### src/rtl/cdc_hs_rx.sv
// cdc_hs_rx: destination side of a 4-phase req/ack handshake, presented as a valid/ready stream.
// Capture-to-valid is 1 cycle; ack is raised only after the downstream accepts. `CDC_HS_RX_TIMEOUT_EN adds a watchdog.
module cdc_hs_rx #(
  parameter int unsigned DATA_WIDTH     = 32,
  parameter int unsigned TIMEOUT_CYCLES = 1024
) (
  input  logic                  clk_i,
  input  logic                  rst_i,
  input  logic                  req_i,
  input  logic [DATA_WIDTH-1:0] dat_i,
  output logic                  ack_o,
  output logic                  valid_o,
  input  logic                  ready_i,
  output logic [DATA_WIDTH-1:0] dat_o,
  output logic                  busy_o
`ifdef CDC_HS_RX_TIMEOUT_EN
  ,
  output logic                  err_o,
  input  logic                  err_clr_i
`endif
);

  if (DATA_WIDTH < 1 || TIMEOUT_CYCLES < 2) begin : g_bad_param
    $error("cdc_hs_rx: DATA_WIDTH must be >= 1 and TIMEOUT_CYCLES >= 2");
  end

  typedef enum logic [1:0] {
    ST_RESYNC,
    ST_IDLE,
    ST_VALID,
    ST_ACK
  } state_t;

  state_t state;

  // RESYNC swallows a request that was still high when reset hit.
  always_ff @(posedge clk_i) begin
    if (rst_i) begin
      state   <= ST_RESYNC;
      ack_o   <= 1'b0;
      valid_o <= 1'b0;
      dat_o   <= '0;
    end else begin
      case (state)
        ST_RESYNC: begin
          if (!req_i) state <= ST_IDLE;
        end
        ST_IDLE: begin
          if (req_i) begin
            dat_o   <= dat_i;
            valid_o <= 1'b1;
            state   <= ST_VALID;
          end
        end
        ST_VALID: begin
          if (ready_i) begin
            valid_o <= 1'b0;
            ack_o   <= 1'b1;
            state   <= ST_ACK;
          end
        end
        ST_ACK: begin
          if (!req_i) begin
            ack_o <= 1'b0;
            state <= ST_IDLE;
          end
        end
        default: state <= ST_RESYNC;
      endcase
    end
  end

  assign busy_o = (state != ST_IDLE);

`ifdef CDC_HS_RX_TIMEOUT_EN
  localparam int unsigned CNT_W = $clog2(TIMEOUT_CYCLES + 1);
  localparam logic [CNT_W-1:0] CNT_MAX = CNT_W'(TIMEOUT_CYCLES);
  localparam logic [CNT_W-1:0] CNT_SET = CNT_W'(TIMEOUT_CYCLES - 1);

  logic [CNT_W-1:0] wdog_cnt;
  logic             state_chg;

  always_comb begin
    state_chg = 1'b0;
    case (state)
      ST_RESYNC: state_chg = !req_i;
      ST_IDLE:   state_chg = req_i;
      ST_VALID:  state_chg = ready_i;
      ST_ACK:    state_chg = !req_i;
      default:   state_chg = 1'b1;
    endcase
  end

  // Watchdog only flags a stalled handshake; it never aborts the FSM.
  always_ff @(posedge clk_i) begin
    if (rst_i) begin
      wdog_cnt <= '0;
      err_o    <= 1'b0;
    end else begin
      if (state_chg) begin
        wdog_cnt <= '0;
      end else if ((state == ST_VALID || state == ST_ACK) && wdog_cnt != CNT_MAX) begin
        wdog_cnt <= wdog_cnt + 1'b1;
      end
      if (wdog_cnt == CNT_SET) begin
        err_o <= 1'b1;
      end else if (err_clr_i) begin
        err_o <= 1'b0;
      end
    end
  end
`endif

endmodule

### config.mk
export PLATFORM = sky130hd
export DESIGN_NAME = cdc_hs_rx
export DESIGN_NICKNAME = d
export VERILOG_FILES = /design/src/rtl/cdc_hs_rx.sv
export SDC_FILE = /design/constraint.sdc
export NUM_CORES = 1
export LEC_CHECK = 0
export CELL_PAD_IN_SITES_DETAIL_PLACEMENT = 1
export CELL_PAD_IN_SITES_GLOBAL_PLACEMENT = 1
export CORE_ASPECT_RATIO = 1.2
export CORE_MARGIN = 1
export CORE_UTILIZATION = 30
export DETAILED_ROUTE_END_ITERATION = 10
export PLACE_DENSITY = 0.92
export SYNTH_ARGS = -nofsm -noshare
export SYNTH_HDL_FRONTEND = slang
export SYNTH_SLANG_ARGS = --single-unit
export TNS_END_PERCENT = 50
### constraint.sdc
create_clock -name clk_i -period 2.2 [get_ports clk_i]
set_input_delay 0.44 -clock clk_i [delete_from_list [all_inputs] [get_ports clk_i]]
set_output_delay 0.44 -clock clk_i [all_outputs]
set_load 0.005 [all_outputs]
==> results_dict.tcl, run 1 <==
set metrics [dict create \
    crit_top_cell "inv_1" \
    worst_pin_slew_ps 341.4 \
    post-route-min-period_ps 1989 \
    area_delta_synth_final_pct 56.73 \
    period_share_pct 90.39 \
    syn_nets 211 \
    ys_types 21 \
    multi_input_area_um2 654.4 \
    routed-via-count 1385 \
    fin_nets 282 \
    internal_power_uw 1405 \
    grt_remaining_overflow 0 \
    worstSkewPairLatency_ps 280 \
    ir_drop_mv 0.3707 \
    yosysWarningCount 0 \
    ant_nets 0 \
    slowest_stage "clkdlybuf4s50_1" \
    reg2reg_from "state[1]" \
    antennaDiodeCount 0 \
    yosys.area.top_type "dfxtp_1" \
    hold_buffers 0 \
    start_util_pct 31.51 \
    clk_path_buf_depth 2 \
    ctsHtreeMaxLevel 2 \
    status "complete, no violations" \
    grt_use_total_pct 16.09 \
    coreArea_um2 4662 \
    finish.utilization_pct 49.38 \
    cts_setup_buffers 0 \
    ys_seq_area_share_pct 49.06 \
    min_path_cells 2 \
    avgViaCountPerCell 4.601 \
    wl_met1_um 1642 \
    cp-startpoint "state[1]" \
    port-buffer-count 70 \
    dr.pass1.iters 2 \
    combPwrFrac_pct 35.2 \
    wl_met2_um 2028 \
    cp-start-kind "flip-flop" \
    drive_gt1_share_pct 15.23 \
    cts_resized 0 \
    drv_cap 0 \
    hp-start "dat_o[15]" \
    ys_seq_elements 36 \
    synthTopCellsByArea "dfxtp_1 49%, nand2_1 17%, a21oi_2 14%" \
    crit_type "flip-flop to output port" \
    die_area_um2 5181 \
    drt_wl_total_um 3953 \
    synthCells 171 \
    hold_viol_final 0 \
    min_path_type "flip-flop to flip-flop" \
    clockRootBuffer "clkbuf_8" \
    grt_pass1_vias 1455 \
    rsz0062_at_grt "no" \
    p_leak_uw 0.0007879 \
    grt_pass1_wl_um 6368 \
    grt_max_degree 25 \
    skew_ps 2.912 \
    power_switching_uw 632.8 \
    fin_tns_setup_ps 0 \
    antenna_found_initial 0 \
    crit_required_ps 1760 \
    final_max_slew_viol_count 0 \
    postSynthAreaPerCell_um2 8.590 \
    min_to "dat_o[15]" \
    clk_pin_slew_ps 70 \
    drtIter0Drc 58 \
    pwr-share-clk_pct 23.9 \
    ios 71 \
    r2r_end "dat_o[5]" \
    top_layer_used "met4" \
    fill_cells 574 \
    rrSetupSlack_ps 860 \
    path_max_fanout 4 \
    place_hpwl_um 2878 \
    seq_area_um2 720.7 \
    clkSinkCount 36 \
    die_x_um 65.88 \
    finalSetupViolCount 0 \
    wl_per_cell_um 13.13 \
    drc 0 \
    max_stage_delay_ps 490 \
    netlist_area_um2 1469 \
    seq_power_share_pct 40.9 \
    max_slew_margin_pct 77.24 \
    rr_worst_depth 6 \
    gp_congestion 0.7063 \
    powerDensity_nw_per_um2 885.0 \
    p_sw_share_pct 31.06 \
    synth_top_cell_area_share_pct 49.06 \
    crit_chain "inv_1 -> ha_1 -> inv_1 -> clkdlybuf4s50_1" \
    fmax_ghz 0.5029 \
    critPathCaptureType "output port" \
    wl_met3_um 231 \
    cts_tree "yes" \
    cts_buffers 5 \
    rows 27 \
    crit_arrival_ps 1550 \
    fp.dieH_um 78.65 \
]
-- flip-flops by register name (all words and copies together), names as in the netlist --
signal,count
dat_o,32
valid_o,1
ack_o,1
state,2
-- cell usage after synthesis (all sizes together) --
| master | instances |
|---|---|
| o21ba | 1 |
| nand2 | 67 |
| ha | 4 |
| nor2 | 2 |
| inv | 4 |
| a21boi | 1 |
| dfxtp | 36 |
| a211oi | 1 |
| and2 | 1 |
| a31oi | 1 |
| a21oi | 35 |
| a21o | 1 |
| o211ai | 1 |
| buf | 10 |
| clkbuf | 1 |
| nand2b | 2 |
| and4 | 1 |
| nor3 | 1 |
| o21ai | 1 |
-- worst max-delay path: cells and delay by family, from the launching register on --
kind / cells / cell delay (ps)
adder cells (fa/ha/maj): 1 / 230
buffers and inverters: 3 / 650
flip-flops: 1 / 390
-- cells in the final DEF, fill, tap and decap left out --
cell | Yosys | final
clkdlybuf4s50_1 | 0 | 69
nand2_1 | 67 | 67
dfxtp_1 | 36 | 36
a21oi_2 | 23 | 23
a21oi_1 | 12 | 12
clkbuf_8 | 0 | 6
inv_1 | 4 | 4
ha_1 | 4 | 4
buf_4 | 0 | 4
nand2b_1 | 2 | 2
nor2_1 | 2 | 2
and2_1 | 1 | 1
a31oi_1 | 1 | 1
and4_1 | 1 | 1
nor3_1 | 1 | 1
o211ai_1 | 1 | 1
o21ai_0 | 1 | 1
a21boi_0 | 1 | 1
o21ba_2 | 1 | 1
a21o_1 | 1 | 1
a211oi_1 | 1 | 1
clkinvlp_4 | 0 | 1
clkbuf_1 | 1 | 1
buf_2 | 6 | 1
buf_12 | 0 | 1
-- layout make-up --
| type | instances | share of cell area, % |
|---|---|---|
| Multi-Input combinational cell | 120 | 28.42 |
| Clock inverter | 1 | 0.3261 |
| Timing Repair Buffer | 75 | 32.39 |
| Tap cell | 58 | 3.152 |
| Inverter | 4 | 0.6522 |
| Sequential cell | 36 | 31.30 |
| Clock buffer | 7 | 3.750 |
-- power groups by stage --
stage	registers, uW	logic [uW]	clock network, uW
final	833	717	487
after global routing	847	797	540
after CTS	834	732	513
after detailed placement	847	727	0
after global placement	842	707	0
after floorplan	847	385	0
-- kinds of logic (layout without fill, tap and decap cells) --
| kind of cell | Yosys count | in the layout | synth area share (%) |
|---|---|---|---|
| compound gates | 42 | 42 | 21.30 |
| simple gates | 74 | 74 | 19.85 |
| fa+ha+maj | 4 | 4 | 3.407 |
| flops | 36 | 36 | 49.06 |
| buf+inv | 15 | 87 | 6.388 |
-- stage by stage --
| step | total power [uW] | instances | hold WS, ps | setup slack, ps | cell area (um^2) |
|---|---|---|---|---|---|
| 2_1_floorplan | 1233 | 171 | 452.7 | 957.1 | 1469 |
| 3_3_place_gp | 1549 | 293 | 441.1 | 504.2 | 2208 |
| 3_5_place_dp | 1574 | 293 | 447.8 | 486.9 | 2208 |
| 4_1_cts | 2079 | 301 | 458.4 | 198.2 | 2302 |
| 5_1_grt | 2184 | 301 | 475.9 | 138.8 | 2302 |
| 6_report | 2037 | 301 | 454.6 | 211.4 | 2302 |
-- how the worst max path moves through the flow --
stage,end,slack [ps],cells after the start
floorplan,dat_o[11],960,7
global placement,dat_o[30],500,5
detailed placement,dat_o[29],490,5
CTS,busy_o,200,4
global route,busy_o,140,4
finish,busy_o,210,4
-- metal layers --
layer	up-vias	track usage, %
li1	692	-
met1	644	17.57
met2	43	28.57
met3	6	3.924
met4	0	7.174
met5	-	0
(Power assumes the default switching activity.)
==> inputs of run 2 (changes only) <==
CORE_UTILIZATION = 46   (was 30)
DONT_BUFFER_PORTS = 1   (was not set)
MAX_ROUTING_LAYER = met4   (was not set)
PLACE_DENSITY = 0.9   (was 0.92)
==> run 2 against run 1 <==
Net effect: non-clock buffer count fell by 73; sequential cell count did not move; die area decreased by 34%; total power fell by 13%; sequential share of layout area up 15 points; highest routed layer unchanged.
==> results_dict.tcl, run 2 (synthesis results as in run 1) <==
set metrics [dict create \
    status "complete, no violations" \
    worst_pin_slew_ps 1097 \
    final_max_slew_viol_count 0 \
    fp.dieH_um 63.90 \
    ir_drop_mv 0.6436 \
    grt_max_degree 37 \
    grt_pass1_vias 1282 \
    area_delta_synth_final_pct 5.196 \
    fmax_ghz 0.5125 \
    cts_resized 0 \
    wl_per_cell_um 16.09 \
    fin_nets 209 \
    ctsHtreeMaxLevel 2 \
    largest_reg_flops 32 \
    hold_viol_final 0 \
    drv_cap 0 \
    cp-start-kind "flip-flop" \
    crit_type "flip-flop to flip-flop" \
    antenna_found_initial 0 \
    port-buffer-count 0 \
    drive_gt1_share_pct 20.00 \
    rows 22 \
    skew_ps 13.77 \
    max_slew_margin_pct 26.88 \
    hold_buffers 0 \
    worstSkewPairLatency_ps 340 \
    ios 71 \
    grt_remaining_overflow 0 \
    reg_top3 "dat_o x32, state x2" \
    clk_path_buf_depth 2 \
    cts_buffers 5 \
    grt_use_total_pct 21.91 \
    cts_setup_buffers 0 \
    drt_wl_total_um 3315 \
    period_share_pct 88.69 \
    antennaDiodeCount 0 \
    p_leak_uw 0.0005166 \
    place_hpwl_um 2466 \
    gp_congestion 0.6271 \
    final_common_cell "nand2_1" \
    die_area_um2 3424 \
    ant_nets 0 \
    regMostFlops "dat_o" \
    min_path_type "input port to flip-flop" \
    post-route-min-period_ps 1951 \
    post-place-ws_ps 224.5 \
    clockRootBuffer "clkbuf_4" \
    grt_pass1_wl_um 5209 \
    drc 0 \
    final_cell_mix "67 x nand2_1, 36 x dfxtp_1, 23 x a21oi_2" \
    coreArea_um2 3055 \
    cts_tree "yes" \
    path_max_fanout 32 \
    fill_cells 386 \
    setup_slack_ps 248.7 \
    dr.pass1.iters 3 \
    critPathCaptureType "flip-flop" \
    finalSetupViolCount 0 \
    clkSinkCount 36 \
    crit_arrival_ps 2220 \
    powerDensity_nw_per_um2 1153 \
    drtIter0Drc 15 \
    clk_pin_slew_ps 100 \
    avgViaCountPerCell 5.437 \
    die_x_um 53.59 \
    rsz0062_at_grt "no" \
    crit_required_ps 2470 \
    fin_tns_setup_ps 0 \
    start_util_pct 48.08 \
    routed-via-count 1120 \
]
[run 2: cell count changes in the layout (fill, tap and decap cells not counted), sizes merged]
| cell | previous run | this run |
|---|---|---|
| buf | 6 | 2 |
| bufinv | 0 | 1 |
| clkdlybuf4s50 | 69 | 0 |
| clkinvlp | 1 | 0 |
[run 2: stage by stage]
step | std cells | hold slack, ps | power, uW | util (%) | cell area [um^2]
after floorplan | 171 | 452.7 | 1233 | - | 1469
after global placement | 198 | 458.7 | 1239 | 47.46 | 1450
after detailed placement | 198 | 464.1 | 1295 | 47.46 | 1450
after CTS | 206 | 131.2 | 1809 | 50.57 | 1545
after global routing | 206 | 117.0 | 1903 | 50.57 | 1545
final | 206 | 160.1 | 1782 | 50.57 | 1545
[run 2: critical path, stage by stage, from the launching register on]
cell     delay [ps]
dfxtp_1         350
inv_1           110
ha_1            200
and2_1          880
nand2_1         160
a21oi_1         180
[run 2: power by group]
part,total (uW),switching [uW],internal [uW],leakage (uW)
sequential,856,92.8,763,0.000293
combinational,413,256,157,0.000172
clock,512,210,302,0.0000515
[run 2: worst paths after layout]
path	startpoint	endpoint	slack (ps)	cells after the start
min reg2reg	dat_o[10]	dat_o[10]	480	2
min	rst_i	dat_o[13]	160	1
max	state[1]	dat_o[31]	250	5
max reg2reg	state[1]	dat_o[31]	250	5
[run 2: layout make-up]
cell class | instances | area [um^2] | area share [%]
timing repair buffer | 2 | 15.01 | 0.9717
clock inverter | 1 | 30.03 | 1.943
inverter | 4 | 15.01 | 0.9717
clock buffer | 7 | 65.06 | 4.211
tap | 36 | 45.04 | 2.915
sequential | 36 | 720.7 | 46.64
multi-input combinational | 120 | 654.4 | 42.35
[run 2: layer usage]
| layer | vias up | GRT usage, % | share of wire (%) |
|---|---|---|---|
| li1 | 544 | - | - |
| met1 | 512 | 18.80 | 35 |
| met2 | 55 | 39.69 | 53 |
| met3 | 9 | 7.143 | 9.5 |
| met4 | 0 | 11.84 | 2.2 |
| met5 | - | - | 0 |
==> inputs of run 3 (changes only) <==
CORE_MARGIN = not set   (was 1)
==> results of run 3 <==
Final layout, timing and power as in run 2 (identical DEF).
